[config.mk]
export PLATFORM = sky130hd
export DESIGN_NAME = flash_cmd_exec_sclk
export DESIGN_NICKNAME = d
export VERILOG_FILES = /design/src/rtl/flash_cmd_exec_sclk.sv
export SDC_FILE = /design/constraint.sdc
export NUM_CORES = 1
export LEC_CHECK = 0
export ABC_AREA = 1
export BUFFER_PORTS_ARGS = -buffer_cell sky130_fd_sc_hd__buf_2
export CORE_UTILIZATION = 50
export DETAILED_ROUTE_END_ITERATION = 6
export PLACE_DENSITY = 0.79
export SLEW_MARGIN = 20
export SYNTH_ARGS = -nofsm -noshare
export SYNTH_HDL_FRONTEND = slang
export SYNTH_SLANG_ARGS = --single-unit
[constraint.sdc]
create_clock -name SCLK -period 1.4 [get_ports SCLK]
set_input_delay 0.07 -clock SCLK [delete_from_list [all_inputs] [get_ports SCLK]]
set_output_delay 0.07 -clock SCLK [all_outputs]
set_load 0.005 [all_outputs]
[src/rtl/flash_cmd_exec_sclk.sv]
// SCLK-domain flash command executor: sequences READ/WRITE/ROW_WRITE/ERASE/MASS_ERASE
// onto a single-port word array with program/erase wait timers and level abort.
module flash_cmd_exec_sclk #(
  parameter int unsigned ADDR_W    = 10,
  parameter int unsigned DATA_W    = 10,
  parameter int unsigned ROW_LEN   = 8,
  parameter int unsigned PROG_CYC  = 4,
  parameter int unsigned ERASE_CYC = 6
) (
  input  logic              SCLK,
  input  logic              RESETn_sclk,
  input  logic              start_sclk,
  input  logic [2:0]        cmd_sclk,
  input  logic [ADDR_W-1:0] addr_sclk,
  input  logic [DATA_W-1:0] wdata_sclk,
  input  logic              abort_sclk,
  output logic              mem_en,
  output logic              mem_we,
  output logic [ADDR_W-1:0] mem_addr,
  output logic [DATA_W-1:0] mem_wdata,
  input  logic [DATA_W-1:0] mem_rdata,
  output logic              busy_sclk,
  output logic              done_sclk,
  output logic              resp_sclk,
  output logic [DATA_W-1:0] RDATA_sclk
);

  localparam int unsigned CNT_W    = ADDR_W + 1;
  localparam int unsigned WAIT_MAX = (PROG_CYC > ERASE_CYC) ? PROG_CYC : ERASE_CYC;
  localparam int unsigned WAIT_W   = $clog2(WAIT_MAX + 1);

  localparam logic [ADDR_W-1:0] ROW_MASK  = ADDR_W'(ROW_LEN - 1);
  localparam logic [CNT_W-1:0]  ROW_LAST  = CNT_W'(ROW_LEN - 1);
  localparam logic [CNT_W-1:0]  MASS_LAST = CNT_W'((1 << ADDR_W) - 1);

  localparam logic [2:0] CMD_IDLE      = 3'd0;
  localparam logic [2:0] CMD_READ      = 3'd1;
  localparam logic [2:0] CMD_WRITE     = 3'd2;
  localparam logic [2:0] CMD_ROW_WRITE = 3'd3;
  localparam logic [2:0] CMD_ERASE     = 3'd4;
  localparam logic [2:0] CMD_MASS      = 3'd5;

  typedef enum logic [2:0] {
    S_IDLE, S_RD_ISSUE, S_RD_WAIT, S_WR_STROBE, S_WR_WAIT, S_SWEEP, S_ER_WAIT, S_DONE
  } state_e;

  state_e              state_q, state_d;
  logic [2:0]          cmd_q, cmd_d;
  logic [ADDR_W-1:0]   addr_q, addr_d;
  logic [DATA_W-1:0]   wdata_q, wdata_d;
  logic [CNT_W-1:0]    idx_q, idx_d;
  logic [WAIT_W-1:0]   wait_q, wait_d;
  logic                mem_en_q, mem_en_d;
  logic                mem_we_q, mem_we_d;
  logic [ADDR_W-1:0]   mem_addr_q, mem_addr_d;
  logic [DATA_W-1:0]   mem_wdata_q, mem_wdata_d;
  logic                busy_q, busy_d;
  logic                done_q, done_d;
  logic                resp_q, resp_d;
  logic [DATA_W-1:0]   rdata_q, rdata_d;

  logic [CNT_W-1:0]    idx_nxt;
  logic [ADDR_W-1:0]   row_addr_nxt;
  logic [CNT_W-1:0]    sweep_last;

  // Row offset is masked so base+k stays inside the row; the counter is one bit
  // wider than the address so a full mass-erase sweep ends without aliasing.
  assign idx_nxt      = idx_q + CNT_W'(1);
  assign row_addr_nxt = (addr_q & ~ROW_MASK) | (ADDR_W'(idx_nxt) & ROW_MASK);
  assign sweep_last   = (cmd_q == CMD_MASS) ? MASS_LAST : ROW_LAST;

  always_ff @(posedge SCLK) begin
    if (!RESETn_sclk) begin
      state_q     <= S_IDLE;
      cmd_q       <= '0;
      addr_q      <= '0;
      wdata_q     <= '0;
      idx_q       <= '0;
      wait_q      <= '0;
      mem_en_q    <= 1'b0;
      mem_we_q    <= 1'b0;
      mem_addr_q  <= '0;
      mem_wdata_q <= '0;
      busy_q      <= 1'b0;
      done_q      <= 1'b0;
      resp_q      <= 1'b0;
      rdata_q     <= '0;
    end else begin
      state_q     <= state_d;
      cmd_q       <= cmd_d;
      addr_q      <= addr_d;
      wdata_q     <= wdata_d;
      idx_q       <= idx_d;
      wait_q      <= wait_d;
      mem_en_q    <= mem_en_d;
      mem_we_q    <= mem_we_d;
      mem_addr_q  <= mem_addr_d;
      mem_wdata_q <= mem_wdata_d;
      busy_q      <= busy_d;
      done_q      <= done_d;
      resp_q      <= resp_d;
      rdata_q     <= rdata_d;
    end
  end

  // Outputs are computed for the state being entered so they register alongside it.
  always_comb begin
    state_d     = state_q;
    cmd_d       = cmd_q;
    addr_d      = addr_q;
    wdata_d     = wdata_q;
    idx_d       = idx_q;
    wait_d      = wait_q;
    mem_en_d    = 1'b0;
    mem_we_d    = 1'b0;
    mem_addr_d  = mem_addr_q;
    mem_wdata_d = mem_wdata_q;
    resp_d      = resp_q;
    rdata_d     = rdata_q;

    unique case (state_q)
      S_IDLE: begin
        if (start_sclk) begin
          cmd_d   = cmd_sclk;
          addr_d  = addr_sclk;
          wdata_d = wdata_sclk;
          idx_d   = '0;
          case (cmd_sclk)
            CMD_IDLE: state_d = S_IDLE;
            CMD_READ: begin
              state_d    = S_RD_ISSUE;
              mem_en_d   = 1'b1;
              mem_addr_d = addr_sclk;
            end
            CMD_WRITE: begin
              state_d     = S_WR_STROBE;
              mem_en_d    = 1'b1;
              mem_we_d    = 1'b1;
              mem_addr_d  = addr_sclk;
              mem_wdata_d = wdata_sclk;
            end
            CMD_ROW_WRITE: begin
              state_d     = S_WR_STROBE;
              mem_en_d    = 1'b1;
              mem_we_d    = 1'b1;
              mem_addr_d  = addr_sclk & ~ROW_MASK;
              mem_wdata_d = wdata_sclk;
            end
            CMD_ERASE: begin
              state_d     = S_SWEEP;
              mem_en_d    = 1'b1;
              mem_we_d    = 1'b1;
              mem_addr_d  = addr_sclk & ~ROW_MASK;
              mem_wdata_d = '1;
            end
            CMD_MASS: begin
              state_d     = S_SWEEP;
              mem_en_d    = 1'b1;
              mem_we_d    = 1'b1;
              mem_addr_d  = '0;
              mem_wdata_d = '1;
            end
            default: begin
              state_d = S_DONE;
              resp_d  = 1'b1;
            end
          endcase
        end
      end

      S_RD_ISSUE: state_d = S_RD_WAIT;

      S_RD_WAIT: begin
        rdata_d = mem_rdata;
        state_d = S_DONE;
        resp_d  = 1'b0;
      end

      S_WR_STROBE: begin
        if (abort_sclk) begin
          state_d = S_DONE;
          resp_d  = 1'b1;
        end else begin
          state_d = S_WR_WAIT;
          wait_d  = WAIT_W'(PROG_CYC - 1);
        end
      end

      S_WR_WAIT: begin
        if (abort_sclk) begin
          state_d = S_DONE;
          resp_d  = 1'b1;
        end else if (wait_q != '0) begin
          wait_d = wait_q - WAIT_W'(1);
        end else if (cmd_q == CMD_ROW_WRITE && idx_q != ROW_LAST) begin
          state_d     = S_WR_STROBE;
          idx_d       = idx_nxt;
          mem_en_d    = 1'b1;
          mem_we_d    = 1'b1;
          mem_addr_d  = row_addr_nxt;
          mem_wdata_d = wdata_q;
        end else begin
          state_d = S_DONE;
          resp_d  = 1'b0;
        end
      end

      S_SWEEP: begin
        if (abort_sclk) begin
          state_d = S_DONE;
          resp_d  = 1'b1;
        end else if (idx_q == sweep_last) begin
          state_d = S_ER_WAIT;
          wait_d  = WAIT_W'(ERASE_CYC - 1);
        end else begin
          idx_d       = idx_nxt;
          mem_en_d    = 1'b1;
          mem_we_d    = 1'b1;
          mem_addr_d  = (cmd_q == CMD_MASS) ? ADDR_W'(idx_nxt) : row_addr_nxt;
          mem_wdata_d = '1;
        end
      end

      S_ER_WAIT: begin
        if (abort_sclk) begin
          state_d = S_DONE;
          resp_d  = 1'b1;
        end else if (wait_q != '0) begin
          wait_d = wait_q - WAIT_W'(1);
        end else begin
          state_d = S_DONE;
          resp_d  = 1'b0;
        end
      end

      S_DONE: state_d = S_IDLE;

      default: state_d = S_IDLE;
    endcase

    busy_d = (state_d != S_IDLE);
    done_d = (state_d == S_DONE);
  end

  assign mem_en     = mem_en_q;
  assign mem_we     = mem_we_q;
  assign mem_addr   = mem_addr_q;
  assign mem_wdata  = mem_wdata_q;
  assign busy_sclk  = busy_q;
  assign done_sclk  = done_q;
  assign resp_sclk  = resp_q;
  assign RDATA_sclk = rdata_q;

endmodule

# After elaboration in Yosys (flattened, before gate mapping)
# Index checks and enable logic that the tools add are counted.
# totals
reg_bits	75
input_bits	37
out_inout_bits	35
word_cells	136
# classes
n_addsub	2
n_eq_ne	34
mux	62
bitwise_logic	1
n_reduce_logical	23
# op_table
cell	n
2-to-1 mux 10 bit	14
case mux 10 bit (3 select lines)	3
2-to-1 mux 11 bit	6
2-to-1 mux 3 bit	13
case mux 11 bit (3 select lines)	1
== test 3 bit (second input constant)	8
case mux 3 bit (8 select lines)	1
!= test 2 bit (second input constant)	10
case mux 10 bit (2 select lines)	1
2-to-1 mux 1 bit	17
AND reduction 8 bit	2
== test 3 x 2 -> 1 bit (second input constant)	5
AND reduction 7 bit	2
!= test 3 bit (second input constant)	4
case mux 3 bit (4 select lines)	1
nonzero test 3 bit	4
OR reduction 2 bit	6
adder 11 x 1 -> 11 bit (second input constant)	1
== test 11 x 10 -> 1 bit	1
!= test 11 x 3 -> 1 bit (second input constant)	1
OR 10 x 3 -> 10 bit	1
case mux 3 bit (3 select lines)	1
== test 3 x 1 -> 1 bit (second input constant)	2
logical NOT 3 bit	2
other kinds (13)	15

# Depth between registers and ports, before layout
# logic_depth
ltp_word	7
depth_mapped	12
mapped_depth_nobuf	11

# Least setup slack after synthesis
# Ideal clock, no wire load.
# synth_timing
kind	register to register
from	register idx_q[0]
to	register mem_addr_q[5] (netlist: mem_addr[5])
arrival_ps	1425
slack_ps	-137
path_stages_with_launch	12
period_less_slack_ps	1537
path_cell_list	dfxtp_1 -> ha_1 -> nand2_1 -> inv_2 -> nand2_1 -> nor2_1 -> nand2_1 -> nand4_2 -> nand3_2 -> buf_6 -> nor2_1 -> nor2_1
# synth_between
elab_chain_cells	5
elab_cells_between_ends	11
classes_between	1 x add/sub; 4 x eq/ne; 4 x mux; 2 x reduce/logical
# synth_rtl
element	line	source
start: declaration	51	logic [CNT_W-1:0] idx_q, idx_d;
start signal: assignment	93	idx_q <= idx_d;
adder 11 x 1 -> 11 bit	68	assign idx_nxt = idx_q + CNT_W'(1);
2-to-1 mux 10 bit	219	mem_addr_d = (cmd_q == CMD_MASS) ? ADDR_W'(idx_nxt) : row_addr_nxt;
2-to-1 mux 10 bit	212	end else if (idx_q == sweep_last) begin
2-to-1 mux 10 bit	209	if (abort_sclk) begin
case mux 10 bit (3 select lines)	121	unique case (state_q)
end signal: assignment	97	mem_addr_q <= mem_addr_d;
end: declaration	55	logic [ADDR_W-1:0] mem_addr_q, mem_addr_d;
# Several ways; a longest one is shown, not always the timed one. The select of a mux whose other input is x is not followed.
# A chain may end at the register's enable or synchronous reset.

# Worst setup path after layout
# layout_timing
from	register idx_q[8]
to	register idx_q[1]
# layout_between
elab_chain_cells	4
elab_cells_between_ends	6
classes_between	4 x eq/ne; 2 x reduce/logical
# layout_rtl
element	line	source
!= test 11 x 3 -> 1 bit	195	end else if (cmd_q == CMD_ROW_WRITE && idx_q != ROW_LAST) begin
logical AND 1 bit	195	
!= test 2 bit (no line)	--	
AND reduction 7 bit (no line) *	--	
# Mark *: on every way between the ends. The rest lies on a longest branch, timed or not.

==> reports/metrics.cfg <==
[outcome]
outcome=finished with violations
violations=setup timing

[layout]
nNetsFinal=741
multi_input_area_sq_mm=0.00237
nFillCells=491
diodes=0
regArea_sq_mm=0.00146
layoutNonFillerInstCount=803
drive_gt1_frac=0.386
syn_to_final_growth_pct=49.8

[pwr]
sequentialPowerShare=0.306
clockPowerShare=0.193
total_power_mw=9.68
ir_drop_v=0.000998
p_int_mw=5.69
switching_share=0.412
p_switching_mw=3.98
power_density_mw_per_mm2=1740
combPwrFrac=0.501
leakage_nw=2.49

[sta]
skew_ns=0.00915
max_slew_margin=0.440
worst_pin_slew_ns=0.839
min_period_ns=1.64
setup_viol=42
slew_violations=0
rsz0062_at_grt=yes
finalHoldViolCount=0
fin_crit_sh=1.17
setup_ws_ns=-0.236
hold_slack_ns=0.0152
fmax_mhz=611

[clock_network]
ctsHtreeMaxLevel=3
path_clk_slew_ns=0.09
cts_buffer_depth=2
clock-root-buffer=clkbuf_8
cts.sinks=72
cts_made_buffers=9
cts_tree=built
insertion_delay_ns=0.36

[logic_synthesis]
ys_seq_area_frac=0.387
synth_area_sq_mm=0.00372
synth-main-ff-cell=dfxtp_1
netlist_top_cells_area=dfxtp_1, nand2_1, nor2_1, a21oi_1, o21ai_0
yosys_warnings=0
synth.top_cell.area_share=0.387
syn-num-nets=588
synth.largest_area_cell=dfxtp_1
synth.distinct_cells=34
syn_avg_cell_area_sq_um=6.82
synth-seq-cells=72
synthArstFlopShare=0
synth-edff-count=0
syn_inst=546

[floorplan]
die_w_um=88.3
die_height_um=88.3
io_pins=72
core_sq_mm=0.00721
die_area_sq_mm=0.00779
rows=31
initial_core_util=0.516

[global_routing]
grt_pass1_wl_um=18600
track_usage=0.315
grt_max_degree=51
grt_pass1_vias=3976
antenna_found_initial=0
grt_overflow=0

[critical_path]
cp_data_arrival_time_ns=1.84
cp-start-kind=flop
end_kind=flop
critPathKind=flop to flop
cpMostUsedCell=buf_6
crit_chain=nor3_2, nand2_2, buf_6, nand3_4, nand2_8, buf_6, nand4_1, a21oi_2
crit_required_ns=1.60
cpPeakStageDelay_ns=0.35
crit_path_max_fanout=6
crit_path_top_delay_cell=dfxtp_1

[place]
place_inst=761
dpl.hpwl_um=7440
gp_congestion=0.933
port_buffers=71

[route]
vias=4397
drt_first_pass_iters=4
drc=0
wl_um=12200
drt_iter0_markers=226
wl_met2_um=5890
viasPerCell=5.48
route.layer.met1.wl_um=5050
drtAntennaViolNets=0
highest_layer=met4
routedWlPerCell_um=15.2
wl_met3_um=861

[min_path]
hp-class=primary input to flop

[run]
maxCapViolCount=0

cells in the final DEF, fill, tap and decap left out, drive strengths merged, types with 10 or more instances in the layout:
master	netlist	layout
nor2	88	88
inv	58	60
nand2	104	104
nand4	26	26
buf	14	151
o21ai	48	48
a21oi	64	64
nand3	31	34
dfxtp	72	72
dlygate4sd3	0	15
clkbuf	13	10
registers in the layout, indices dropped and copies added, names as in the netlist:
signal,count
cmd_q,3
wdata_q,10
mem_wdata,10
mem_we,1
state_q,3
addr_q,7
wait_q,3
busy_sclk,1
idx_q,11
done_sclk,1
resp_sclk,1
RDATA_sclk,10
mem_en,1
mem_addr,10
synthesized netlist by cell type (5+ instances only):
cell type / count
nand2_1: 97
nor2_1: 85
dfxtp_1: 72
a21oi_1: 59
inv_1: 56
o21ai_0: 48
nand3_1: 28
nand4_1: 25
clkbuf_1: 13
nor3_1: 8
buf_2: 7
a21oi_2: 5
ha_1: 5
nand2_2: 5
worst max-delay path, delay by kind of cell (launching register included):
family	cells	cell delay, ns
DFF	1	0.35
buffers and inverters	2	0.29
and+or+nand+nor	5	0.76
AOI/OAI and AO/OA	1	0.08
final cells by class:
class	count	share of cell area
clock buffers	10	0.0229
clock inverters	6	0.0162
inverters	59	0.0408
multi-input cells	391	0.426
flip-flops and latches	72	0.261
well taps	99	0.0222
repair buffers	166	0.211
per-layer routing:
metal / vias to the layer above / GRT usage
li1: 2118 / -
met1: 2047 / 0.391
met2: 197 / 0.520
met3: 35 / 0.0700
met4: 0 / 0.148
met5: - / 0
logic make-up after synthesis:
group | count (synthesis) | synth area share
AND/OR/NAND/NOR | 259 | 0.316
AO/OA/AOI/OAI | 121 | 0.175
buffers and inverters | 86 | 0.0982
flip-flops | 72 | 0.387
XOR/XNOR | 3 | 0.00706
adder cells (fa/ha/maj) | 5 | 0.0168
repair_timing:
action	in CTS	in global routing
hold buffers	15	0
setup buffers	7	1
hold endpoints to repair	15	0
gates cloned	4	0
resized for setup	92	31
setup endpoints to repair	53	57
pin swaps	39	16
worst paths after layout:
kind	to	cells after the start	start	slack, ns
worst min register to register	mem_wdata[6]	2	mem_wdata[6]	0.47
worst min-delay path	addr_q[9]	3	addr_sclk[9]	0.02
worst max-delay path	idx_q[1]	8	idx_q[8]	-0.24
worst max register to register	idx_q[1]	8	idx_q[8]	-0.24
power by group through the flow:
stage | sequential (mW) | clock, mW | combinational, mW
after global placement | 2.93 | 0 | 3.85
final | 2.96 | 1.87 | 4.85
after CTS | 2.95 | 1.87 | 4.54
after global routing | 3.03 | 1.96 | 5.25
after floorplan | 2.92 | 0 | 2.47
after detailed placement | 2.94 | 0 | 3.97
stage by stage:
| stage | utilization | area, sq um | setup TNS, ns | setup WS [ns] |
|---|---|---|---|---|
| global route | 0.773 | 5580 | -10.48 | -0.312 |
| floorplan | - | 3780 | -1.68 | -0.103 |
| detailed placement | 0.646 | 4660 | -9.92 | -0.282 |
| finish | 0.773 | 5580 | -7.16 | -0.236 |
| CTS | 0.755 | 5450 | -4.79 | -0.157 |
| global placement | 0.646 | 4660 | -8.94 | -0.267 |
No activity file was read; power rests on OpenSTA's default activity.
